--- src/rtl/fifo_arb_pkg.sv ---
// fifo_arb_pkg: shared state type and widths for the fifo write arbiter.
// No ports; imported by rr_picker and fifo_write_arbiter.
package fifo_arb_pkg;
  typedef enum logic {IDLE, BURST} state_t;
  localparam int OWNER_W = 3;
  localparam int BEAT_W = 8;
endpackage

--- src/rtl/rr_picker.sv ---
// rr_picker: combinational round-robin pick of the first request at or after a pointer.
// Ports: i_req (request vector), i_rr_ptr (search start index),
//        o_winner (index of first set request from i_rr_ptr, wrapping), o_valid (any request).
module rr_picker import fifo_arb_pkg::*; #(
  parameter int N_REQ = 4
) (
  input  logic [N_REQ-1:0]   i_req,
  input  logic [OWNER_W-1:0] i_rr_ptr,
  output logic [OWNER_W-1:0] o_winner,
  output logic               o_valid
);
  logic [N_REQ-1:0]   w_rot;
  logic [OWNER_W-1:0] w_idx;
  logic [OWNER_W:0]   w_sum;
  // Rotate so that i_rr_ptr lands on bit 0; the shift by N_REQ at pointer 0 yields zero.
  assign w_rot = (i_req >> i_rr_ptr) | (i_req << (N_REQ - int'(i_rr_ptr)));
  always_comb begin
    w_idx = '0;
    for (int i = N_REQ - 1; i >= 0; i--) if (w_rot[i]) w_idx = OWNER_W'(i);
  end
  // Rotate back: add the pointer and wrap modulo N_REQ.
  assign w_sum    = {1'b0, w_idx} + {1'b0, i_rr_ptr};
  assign o_winner = (w_sum >= (OWNER_W + 1)'(N_REQ)) ? OWNER_W'(w_sum - (OWNER_W + 1)'(N_REQ)) : w_sum[OWNER_W-1:0];
  assign o_valid  = |i_req;
endmodule

--- src/rtl/fifo_write_arbiter.sv ---
// fifo_write_arbiter: round-robin, burst-granular sharing of one fifo write port among N_REQ producers.
// Ports: clk, reset (sync, active-high); req/req_data/req_last from producers; grant per-producer
//        beat strobe; fifo_full/fifo_almost_full from the fifo; fifo_wr_en/fifo_wr_data to the fifo;
//        busy (burst in progress), owner (current owner index), abort (registered pulse when the
//        owner drops req mid-burst).
module fifo_write_arbiter import fifo_arb_pkg::*; #(
  parameter int N_REQ             = 4,
  parameter int MAX_BURST         = 8,
  parameter int THROTTLE_ON_AFULL = 1
) (
  input  logic                 clk,
  input  logic                 reset,
  input  logic [N_REQ-1:0]     req,
  input  logic [8*N_REQ-1:0]   req_data,
  input  logic [N_REQ-1:0]     req_last,
  output logic [N_REQ-1:0]     grant,
  input  logic                 fifo_full,
  input  logic                 fifo_almost_full,
  output logic                 fifo_wr_en,
  output logic [7:0]           fifo_wr_data,
  output logic                 busy,
  output logic [OWNER_W-1:0]   owner,
  output logic                 abort
);
  state_t             r_state, w_state_nx;
  logic [OWNER_W-1:0] r_owner, w_owner_nx, r_rr_ptr, w_rr_ptr_nx, w_winner;
  logic [BEAT_W-1:0]  r_beat_cnt, w_beat_cnt_nx, w_beat_inc;
  logic               r_abort, w_abort_nx;
  logic               w_valid, w_eligible, w_own_req, w_own_last, w_accept, w_end;
  logic [7:0]         w_req_x, w_last_x;
  logic [63:0]        w_data_x;

  rr_picker #(.N_REQ(N_REQ)) u_pick (
    .i_req    (req),
    .i_rr_ptr (r_rr_ptr),
    .o_winner (w_winner),
    .o_valid  (w_valid)
  );

  // Widen to the full 3-bit owner range so owner-indexed selects need no bounds logic.
  assign w_req_x    = 8'(req);
  assign w_last_x   = 8'(req_last);
  assign w_data_x   = 64'(req_data);
  assign w_own_req  = w_req_x[r_owner];
  assign w_own_last = w_last_x[r_owner];

  assign w_eligible = w_valid && !fifo_full && !((THROTTLE_ON_AFULL != 0) && fifo_almost_full);
  // Reset gates the write so nothing reaches the fifo in a reset cycle.
  assign w_accept   = (r_state == BURST) && w_own_req && !fifo_full && !reset;
  assign w_beat_inc = r_beat_cnt + 1'b1;
  // A single end event covers last beat, burst cap and owner dropping req.
  assign w_end      = (r_state == BURST) &&
                      (!w_own_req || (w_accept && (w_own_last || w_beat_inc == BEAT_W'(MAX_BURST))));

  assign fifo_wr_en   = w_accept;
  assign grant        = w_accept ? (N_REQ'(1) << r_owner) : '0;
  assign fifo_wr_data = w_data_x[{r_owner, 3'b000} +: 8];
  assign busy         = r_state == BURST;
  assign owner        = r_owner;
  assign abort        = r_abort;

  always_comb begin
    w_state_nx    = r_state;
    w_owner_nx    = r_owner;
    w_rr_ptr_nx   = r_rr_ptr;
    w_beat_cnt_nx = r_beat_cnt;
    w_abort_nx    = 1'b0;
    if (r_state == IDLE) begin
      if (w_eligible) begin
        w_state_nx    = BURST;
        w_owner_nx    = w_winner;
        w_beat_cnt_nx = '0;
      end
    end else begin
      if (w_accept) w_beat_cnt_nx = w_beat_inc;
      if (w_end) begin
        w_state_nx  = IDLE;
        w_rr_ptr_nx = (r_owner == OWNER_W'(N_REQ - 1)) ? '0 : r_owner + 1'b1;
        w_abort_nx  = !w_own_req;
      end
    end
  end

  always_ff @(posedge clk) begin
    if (reset) begin
      r_state    <= IDLE;
      r_owner    <= '0;
      r_rr_ptr   <= '0;
      r_beat_cnt <= '0;
      r_abort    <= 1'b0;
    end else begin
      r_state    <= w_state_nx;
      r_owner    <= w_owner_nx;
      r_rr_ptr   <= w_rr_ptr_nx;
      r_beat_cnt <= w_beat_cnt_nx;
      r_abort    <= w_abort_nx;
    end
  end
endmodule

--- config.mk ---
export PLATFORM = sky130hd
export DESIGN_NAME = fifo_write_arbiter
export DESIGN_NICKNAME = d
export VERILOG_FILES = /design/src/rtl/fifo_arb_pkg.sv /design/src/rtl/rr_picker.sv /design/src/rtl/fifo_write_arbiter.sv
export SDC_FILE = /design/constraint.sdc
export NUM_CORES = 1
export LEC_CHECK = 0
export BUFFER_PORTS_ARGS = -buffer_cell sky130_fd_sc_hd__buf_2
export CAP_MARGIN = 20
export CORE_ASPECT_RATIO = 0.5
export CORE_MARGIN = 2
export CORE_UTILIZATION = 50
export DETAILED_ROUTE_END_ITERATION = 10
export HOLD_SLACK_MARGIN = 0.12
export PLACE_DENSITY = 0.94
export SYNTH_ARGS = -nofsm -noshare
export SYNTH_HDL_FRONTEND = slang
export SYNTH_SLANG_ARGS = --single-unit
--- constraint.sdc ---
create_clock -name clk -period 8.1 [get_ports clk]
set_input_delay 1.62 -clock clk [delete_from_list [all_inputs] [get_ports clk]]
set_output_delay 1.62 -clock clk [all_outputs]
set_load 0.05 [all_outputs]
# After elaboration in Yosys (flattened, before gate mapping)
# Index checks and enable logic that the tools add are counted.
# classes
n_addsub	5
magnitude_cmp	2
n_eq_ne	3
shifts	4
muxes	17
n_bitwise	3
n_reduce_logical	19
# op_table
cell	count
indexed part select 64 x 7 -> 8 bit	1
<< shifter 4 x 32 -> 4 bit	1
two-way mux 8 bit	3
adder 8 x 1 -> 8 bit (second input constant)	1
equality test 8 x 4 -> 1 bit (second input constant)	1
two-way mux 2 bit	4
logical AND 1 bit	7
binary-select mux 1 bit (select 3 bit)	2
two-way mux 3 bit	2
AND reduction 2 bit	3
two-way mux 1 bit	5
adder 2 x 3 -> 4 bit	1
>= comparator 4 x 3 -> 1 bit (second input constant)	1
zero test 1 bit	4
< comparator 3 x 4 -> 1 bit (second input constant)	1
two-way mux 4 bit	1
OR 4 bit	1
OR reduction 4 bit	1
<< shifter 1 x 3 -> 4 bit (first input constant)	1
>> shifter 4 x 3 -> 4 bit	1
subtractor 3 x 3 -> 4 bit (first input constant)	1
adder 3 x 1 -> 3 bit (second input constant)	1
equality test 3 x 2 -> 1 bit (second input constant)	1
OR reduction 3 bit	1
5 further kinds	7
# totals
ff_bits	16
inputBits	44
out_inout_bits	18
wordCells	58

# Longest topological paths before layout
# Gate-level depths: netlist (run 1).
# logic_depth
depth_word	10
ltp_mapped	14
ltp_nobuf	13

# By module
# A second synthesis (run 1) with hierarchy kept.
# unflattened
cells_unflattened	189
hier_area_um2	1632.8
# by_module_without_submodules
mod	n_inst	cells_each	area_each_um2	seq_area_each_um2
fifo_write_arbiter	1	142	1272.5	320.3
rr_picker	1	47	360.3	0.0

# Worst setup path before layout (run 1)
# No wires, ideal clock.
# synth_timing
kind	in2out
from	input fifo_full
to	output grant[0]
arrival_time_ns	3.008
t_required_ns	6.480
slack_ns	3.472
path_stages	4
n_path_buf	1
path_cell_list	nor3b_1 -> and3b_1 -> buf_2 -> and2_1
# synth_between
elab_chain_cells	4
# synth_lines
element	line	source
from (decl)	fifo_write_arbiter.sv:17	input logic fifo_full,
zero test 1 bit	fifo_write_arbiter.sv:49	assign w_accept = (r_state == BURST) && w_own_req && !fifo_full && !reset;
logical AND 1 bit (2 in a row)	fifo_write_arbiter.sv:49	
via fifo_wr_en	fifo_write_arbiter.sv:19	output logic fifo_wr_en,
two-way mux 4 bit	fifo_write_arbiter.sv:56	assign grant = w_accept ? (N_REQ'(1) << r_owner) : '0;
to (decl)	fifo_write_arbiter.sv:16	output logic [N_REQ-1:0] grant,
# The timed path passes the listed nets, and every way through them passes these cells.

# Worst setup path in the final report (run 1)
# layout_timing
from	input reset
to	output grant[3]
# layout_between
elab_chain_cells	3
# layout_lines
element	line	source
from (decl)	fifo_write_arbiter.sv:12	input logic reset,
zero test 1 bit	fifo_write_arbiter.sv:49	
logical AND 1 bit	fifo_write_arbiter.sv:49	
two-way mux 4 bit	fifo_write_arbiter.sv:56	
# Every way passes these cells.

==> flow_metrics.env, run 1 <==
export IMPL_clock_fmax_mhz=206.9
export IMPL_fin_skew_ps=7.254
export IMPL_synth_fp_nets=235
export IMPL_peakVddDrop_mv=0.05937
export IMPL_synth_area_leaders="dfxtp_1 (20%), mux4_2 (16%), ha_1 (7.1%)"
export IMPL_routed_wl_um=4147
export IMPL_cp_data_arrival_time_ps=3210
export IMPL_drive_gt1_share_pct=35.74
export IMPL_core_area_sq_um=3030
export IMPL_htree_levels=1
export IMPL_num_vias=1644
export IMPL_setup_tns_ps=0
export IMPL_cp_num_buf_inv=2
export IMPL_yosys_warnings=0
export IMPL_viasPerCell=5.978
export IMPL_crit_path_top_delay_cell="and3b_1"
export IMPL_p_seq_share_pct=36.5
export IMPL_wire_per_inst_um=15.08
export IMPL_antenna_left=0
export IMPL_p_per_area_nw_per_um2=122.5
export IMPL_cp_cell_sequence="buf_2 -> nor3b_1 -> and3b_1 -> and2_1 -> buf_2"
export IMPL_leakage_nw=0.8322
export IMPL_fp_dieH_um=43.94
export IMPL_clkSinkCount=16
export IMPL_synth_cell_types=46
export IMPL_tightest_slew_ps=877.7
export IMPL_nets=290
export IMPL_syn_inst=181
export IMPL_finalCriticalPeriod_ps=4832
export IMPL_port_buffers=61
export IMPL_ys_async_sr_fraction_pct=0
export IMPL_hold_viol=0
export IMPL_pre_cts_ws_ps=3327
export IMPL_synth_seq_cells=16
export IMPL_drt_iter0_drc=92
export IMPL_grt_setup_unrepaired="false"
export IMPL_grt_start_max_net_pins=21
export IMPL_n_antenna_cell=0
export IMPL_drc=0
export IMPL_numCtsBuffers=3
export IMPL_die_x_um=83.88
export IMPL_p_sw_mw=0.08142
export IMPL_track_usage_pct=21.90
export IMPL_yosysSeqAreaShare_pct=20.08
export IMPL_dr_pass1_iters=6
export IMPL_slew_violations=0
export IMPL_cts_setup_buffers=0
export IMPL_synth_edf_count=0
export IMPL_cpMostUsedCell="buf_2"
export IMPL_cp_required_ps=6480
export IMPL_fin_cells=275
export IMPL_period_share_pct=59.66
export IMPL_synth_top_area_share_pct=20.08
export IMPL_place_gp_congestion=0.9631
export IMPL_path_clk_slew_ps=60
export IMPL_slew_headroom_pct=41.41
export IMPL_startpoint_type="input pin"
export IMPL_die_area_sq_um=3686
export IMPL_cp_top_family="simple AND/OR/NAND/NOR gates"
export IMPL_post_dp_cell_area_sq_um=1898
export IMPL_cts_tree="done"
export IMPL_setup_viol=0
export IMPL_clkPwrFrac_pct=30.1
export IMPL_worst_slack_ps=3268
export IMPL_synth_top_cell_by_area="dfxtp_1"
export IMPL_avgSynthCellArea_sq_um=8.814
export IMPL_status="complete, no violations"
export IMPL_cts_root_buf="clkbuf_8"
export IMPL_ctsHoldBuffers=0
export IMPL_antenna_found_initial=0
export IMPL_hpwlAfterDp_um=3048
export IMPL_end_kind="output port"
export IMPL_ys_flop_type="dfxtp_1"
export IMPL_pwr_share_comb_pct=33.4
export IMPL_cpPeakStageDelay_ps=530
export IMPL_max_cap_viol_count=0
export IMPL_area_growth_pct=22.43
export IMPL_grt_pass1_wl_um=6465
export IMPL_num_rows=14
export IMPL_cts_max_path_buffers=2
export IMPL_final_area_sq_um=1953
export IMPL_swShare_pct=34.02
export IMPL_dp_cells=271
export IMPL_critPathMaxFanout=20
export IMPL_boundaryPins=62
export IMPL_min_path_type="flip-flop to flip-flop"
export IMPL_cts_resized_gates=0
export IMPL_syn_cell_area_sq_um=1595
export IMPL_power_internal_mw=0.1579
export IMPL_start_util_pct=52.64
export IMPL_grt_ovfl_total=0
export IMPL_grt_pass1_vias=1480
export IMPL_critPathKind="input pin to output port"
export IMPL_clk_insertion_delay_late_ps=250
[area by class of cell]
type / instances / area (sq um)
Clock buffer: 4 / 55.05
Fill cell: 231 / 1077
Inverter: 8 / 30.03
Multi-Input combinational cell: 146 / 1192
Sequential cell: 16 / 320.3
Tap cell: 40 / 50.05
Timing Repair Buffer: 61 / 305.3
[cells in the final DEF (no fill, tap or decap), types with 5 or more instances in the layout]
| cell | instances |
|---|---|
| inv_1 | 8 |
| ha_1 | 9 |
| nor2_1 | 14 |
| buf_2 | 61 |
| mux2i_1 | 8 |
| nand3_1 | 5 |
| nand2b_1 | 7 |
| o21ai_0 | 9 |
| a21oi_1 | 10 |
| dfxtp_1 | 16 |
| mux4_2 | 11 |
| nand2_1 | 14 |
| nor2b_1 | 12 |
[final timing paths]
kind	slack [ps]	to	start	cells past startpoint
max reg2reg	4640	owner[2]$_SDFFE_PP0P_	r_rr_ptr[0]$_SDFFE_PP0N_	13
min reg2reg	550	r_beat_cnt[1]$_SDFFE_PP0P_	r_beat_cnt[1]$_SDFFE_PP0P_	2
min	550	r_beat_cnt[1]$_SDFFE_PP0P_	r_beat_cnt[1]$_SDFFE_PP0P_	2
max	3270	grant[3]	reset	5
[stage by stage]
stage / utilization [%] / total power [mW] / hold slack (ps)
3_3_place_gp: 62.63 / 0.1652 / 513.8
5_1_grt: 64.45 / 0.2479 / 562.5
2_1_floorplan: - / 0.1448 / 482.6
4_1_cts: 64.45 / 0.2379 / 548.5
3_5_place_dp: 62.63 / 0.1675 / 512.1
6_report: 64.45 / 0.2394 / 554.9
[worst reg2reg max path, stage by stage (launching register included)]
cell	delay (ps)
dfxtp_1	630
inv_1	220
ha_1	460
mux2i_1	260
o22ai_1	100
a211o_1	330
nand2b_1	150
a21oi_1	150
ha_1	180
inv_1	60
fa_1	360
nor4_1	290
a21oi_1	70
nor2_1	120
[layer usage]
metal  wire (um)  vias to the layer above  GRT usage, %
met5           0                        -             0
met2        2178                       88         43.84
met1        1616                      762         23.97
met3         301                       12         2.667
li1            -                      782             -
met4          51                        0         10.00
[power groups by stage]
stage / logic (mW) / registers, mW / clock network (mW)
floorplan: 0.0571 / 0.0876 / 0
global placement: 0.0767 / 0.0885 / 0
detailed placement: 0.0789 / 0.0886 / 0
CTS: 0.0797 / 0.0870 / 0.0712
global route: 0.0857 / 0.0879 / 0.0744
finish: 0.0799 / 0.0873 / 0.0721
[flip-flops by register name (all words and copies together) (netlist names)]
name        cells
abort           1
busy            1
owner           3
r_beat_cnt      8
r_rr_ptr        3
[Yosys cell counts (2+ instances only)]
| master | number |
|---|---|
| buf_2 | 3 |
| nand3b_1 | 2 |
| a311oi_1 | 2 |
| inv_1 | 8 |
| a21oi_1 | 10 |
| dfxtp_1 | 16 |
| a31oi_1 | 2 |
| a211o_1 | 3 |
| o21ai_0 | 9 |
| nor4_1 | 3 |
| nor3b_1 | 2 |
| mux4_2 | 11 |
| nand3_1 | 5 |
| mux2i_1 | 8 |
| nor3_1 | 4 |
| nand4_1 | 2 |
| xnor2_1 | 2 |
| and2_1 | 4 |
| nand2_1 | 14 |
| nor2b_1 | 12 |
| nand2b_1 | 7 |
| nor2_1 | 14 |
| ha_1 | 9 |
| clkbuf_1 | 6 |
| o22ai_1 | 2 |
[kinds of logic after synthesis]
logic type	count (synthesis)	share of synthesized area, %
AOI/OAI and AO/OA	39	18.04
xor gates and xnor gates	2	1.098
adders and majority gates	10	8.314
buffers and inverters	19	5.176
DFF	16	20.08
muxes	20	21.49
and+or+nand+nor	75	25.80
Note: power is estimated with default switching activity, not from simulation.
==> inputs of run 2 (changes only) <==
- CORE_UTILIZATION: 50 -> 49
- PLACE_DENSITY: 0.94 -> 0.92
- clock period: 8.1 -> 4.95 ns (I/O delays scaled with it)
==> run 2 against run 1 <==
Compared with the run above:
- clock skew is 6.0 ps lower
- largest cell class unchanged
- power is 66% higher
- core utilization is 0.12 points lower
- cell area is 0.38% higher
- via count is 0.30% higher
- die area is 1.9% higher
- critical path depth stayed put
- sequential cell count stayed put
- routed wire length is 2.2% higher
- critical endpoint is now grant[1]
==> flow_metrics.env, run 2 (synthesis gave the netlist of run 1 again) <==
export IMPL_status="complete, no violations"
export IMPL_crit_path_top_delay_cell="and3b_1"
export IMPL_die_area_sq_um=3756
export IMPL_cpMostUsedCell="buf_2"
export IMPL_cp_top_family="simple AND/OR/NAND/NOR gates"
export IMPL_n_antenna_cell=0
export IMPL_p_sw_mw=0.1374
export IMPL_critPathKind="input pin to output port"
export IMPL_cts_root_buf="clkbuf_8"
export IMPL_dp_cells=272
export IMPL_num_vias=1649
export IMPL_wire_per_inst_um=15.36
export IMPL_final_util_pct=64.33
export IMPL_dr_pass1_iters=8
export IMPL_grt_setup_unrepaired="false"
export IMPL_slew_headroom_pct=43.64
export IMPL_antenna_found_initial=0
export IMPL_track_usage_pct=22.88
export IMPL_setup_viol=0
export IMPL_clk_insertion_delay_late_ps=260
export IMPL_cp_required_ps=3960
export IMPL_place_gp_congestion=0.9567
export IMPL_critPathMaxFanout=20
export IMPL_tightest_slew_ps=836.2
export IMPL_drt_iter0_drc=121
export IMPL_fin_cells=276
export IMPL_end_kind="output port"
export IMPL_cp_cell_sequence="buf_2 -> nor3b_1 -> and3b_1 -> and2_1 -> buf_2"
export IMPL_fp_dieH_um=44.35
export IMPL_drive_gt1_share_pct=36.02
export IMPL_clock_fmax_mhz=278.7
export IMPL_num_rows=14
export IMPL_setup_tns_ps=0
export IMPL_area_growth_pct=22.90
export IMPL_core_area_sq_um=3048
export IMPL_cp_data_arrival_time_ps=2600
export IMPL_die_x_um=84.69
export IMPL_port_buffers=61
export IMPL_grt_pass1_wl_um=6934
export IMPL_mostFrequentLayoutCells="buf_2 (61), dfxtp_1 (16), nand2_1 (14), nor2_1 (14), nor2b_1 (12)"
export IMPL_final_area_sq_um=1961
export IMPL_drc=0
export IMPL_leakage_nw=0.8376
export IMPL_cp_num_buf_inv=2
export IMPL_swShare_pct=34.65
export IMPL_min_path_type="flip-flop to flip-flop"
export IMPL_routed_wl_um=4238
export IMPL_path_clk_slew_ps=70
export IMPL_nets=291
export IMPL_p_per_area_nw_per_um2=202.2
export IMPL_start_util_pct=52.34
export IMPL_ctsHoldBuffers=0
export IMPL_cts_max_path_buffers=2
export IMPL_htree_levels=1
export IMPL_regMostFlops="r_beat_cnt"
export IMPL_clkPwrFrac_pct=30.9
export IMPL_whs_ps=523.7
export IMPL_fillCellCount=262
export IMPL_layout_commonest_cell="buf_2"
export IMPL_slew_violations=0
export IMPL_viasPerCell=5.975
export IMPL_hpwlAfterDp_um=3163
export IMPL_post_dp_cell_area_sq_um=1906
export IMPL_cts_tree="done"
export IMPL_grt_start_max_net_pins=21
export IMPL_cts_resized_gates=0
export IMPL_grt_ovfl_total=0
export IMPL_finalCriticalPeriod_ps=3588
export IMPL_pre_cts_ws_ps=1367
export IMPL_peakVddDrop_mv=0.1156
export IMPL_boundaryPins=62
export IMPL_antenna_left=0
export IMPL_worst_slack_ps=1362
export IMPL_cts_setup_buffers=0
export IMPL_grt_pass1_vias=1539
export IMPL_largest_register_ffs=8
export IMPL_cpPeakStageDelay_ps=520
export IMPL_clkSinkCount=16
export IMPL_hold_viol=0
export IMPL_max_cap_viol_count=0
export IMPL_p_seq_share_pct=35.0
export IMPL_numCtsBuffers=3
export IMPL_power_internal_mw=0.2591
export IMPL_period_share_pct=72.48
export IMPL_fin_skew_ps=1.222
export IMPL_pwr_share_comb_pct=34.1
export IMPL_p_total_mw=0.3965
export IMPL_startpoint_type="input pin"
## run 2: cell count changes in the layout (fill, tap and decap cells not counted)
cell   delta
buf_4     +1
## run 2: final cells by class
class | instances | area, sq um | area share, %
sequential | 16 | 320.3 | 16.34
inverter | 8 | 30.03 | 1.532
timing repair buffer | 62 | 312.8 | 15.95
tap | 40 | 50.05 | 2.553
multi-input combinational | 146 | 1192 | 60.82
clock buffer | 4 | 55.05 | 2.808
## run 2: worst paths after layout
path,start,to,slack (ps),depth (start not counted)
setup / recovery,reset,grant[1],1360,5
hold / removal,r_beat_cnt[6]$_SDFFE_PP0P_,r_beat_cnt[6]$_SDFFE_PP0P_,520,2
setup reg to reg,r_rr_ptr[0]$_SDFFE_PP0N_,owner[2]$_SDFFE_PP0P_,1560,13
hold reg to reg,r_beat_cnt[6]$_SDFFE_PP0P_,r_beat_cnt[6]$_SDFFE_PP0P_,520,2
## run 2: worst register-to-register path, delay by kind of cell (launching register included)
kind | cells | cell delay (ps)
AOI/OAI and AO/OA | 4 | 630
adders and majority gates | 3 | 990
muxes | 1 | 310
buffers and inverters | 2 | 250
DFF | 1 | 600
and+or+nand+nor | 3 | 540
## run 2: power groups by stage
stage	sequential (mW)	combinational (mW)	clock, mW
2_1_floorplan	0.143	0.0935	0
3_3_place_gp	0.141	0.130	0
3_5_place_dp	0.142	0.134	0
4_1_cts	0.139	0.135	0.121
5_1_grt	0.139	0.146	0.126
6_report	0.139	0.135	0.123
## run 2: metal layers
metal	vias up	track usage, %	share of wire, %
li1	780	-	-
met1	760	26.81	39
met2	91	45.20	52
met3	18	3.358	7.1
met4	0	6.032	2.5
met5	-	0	0
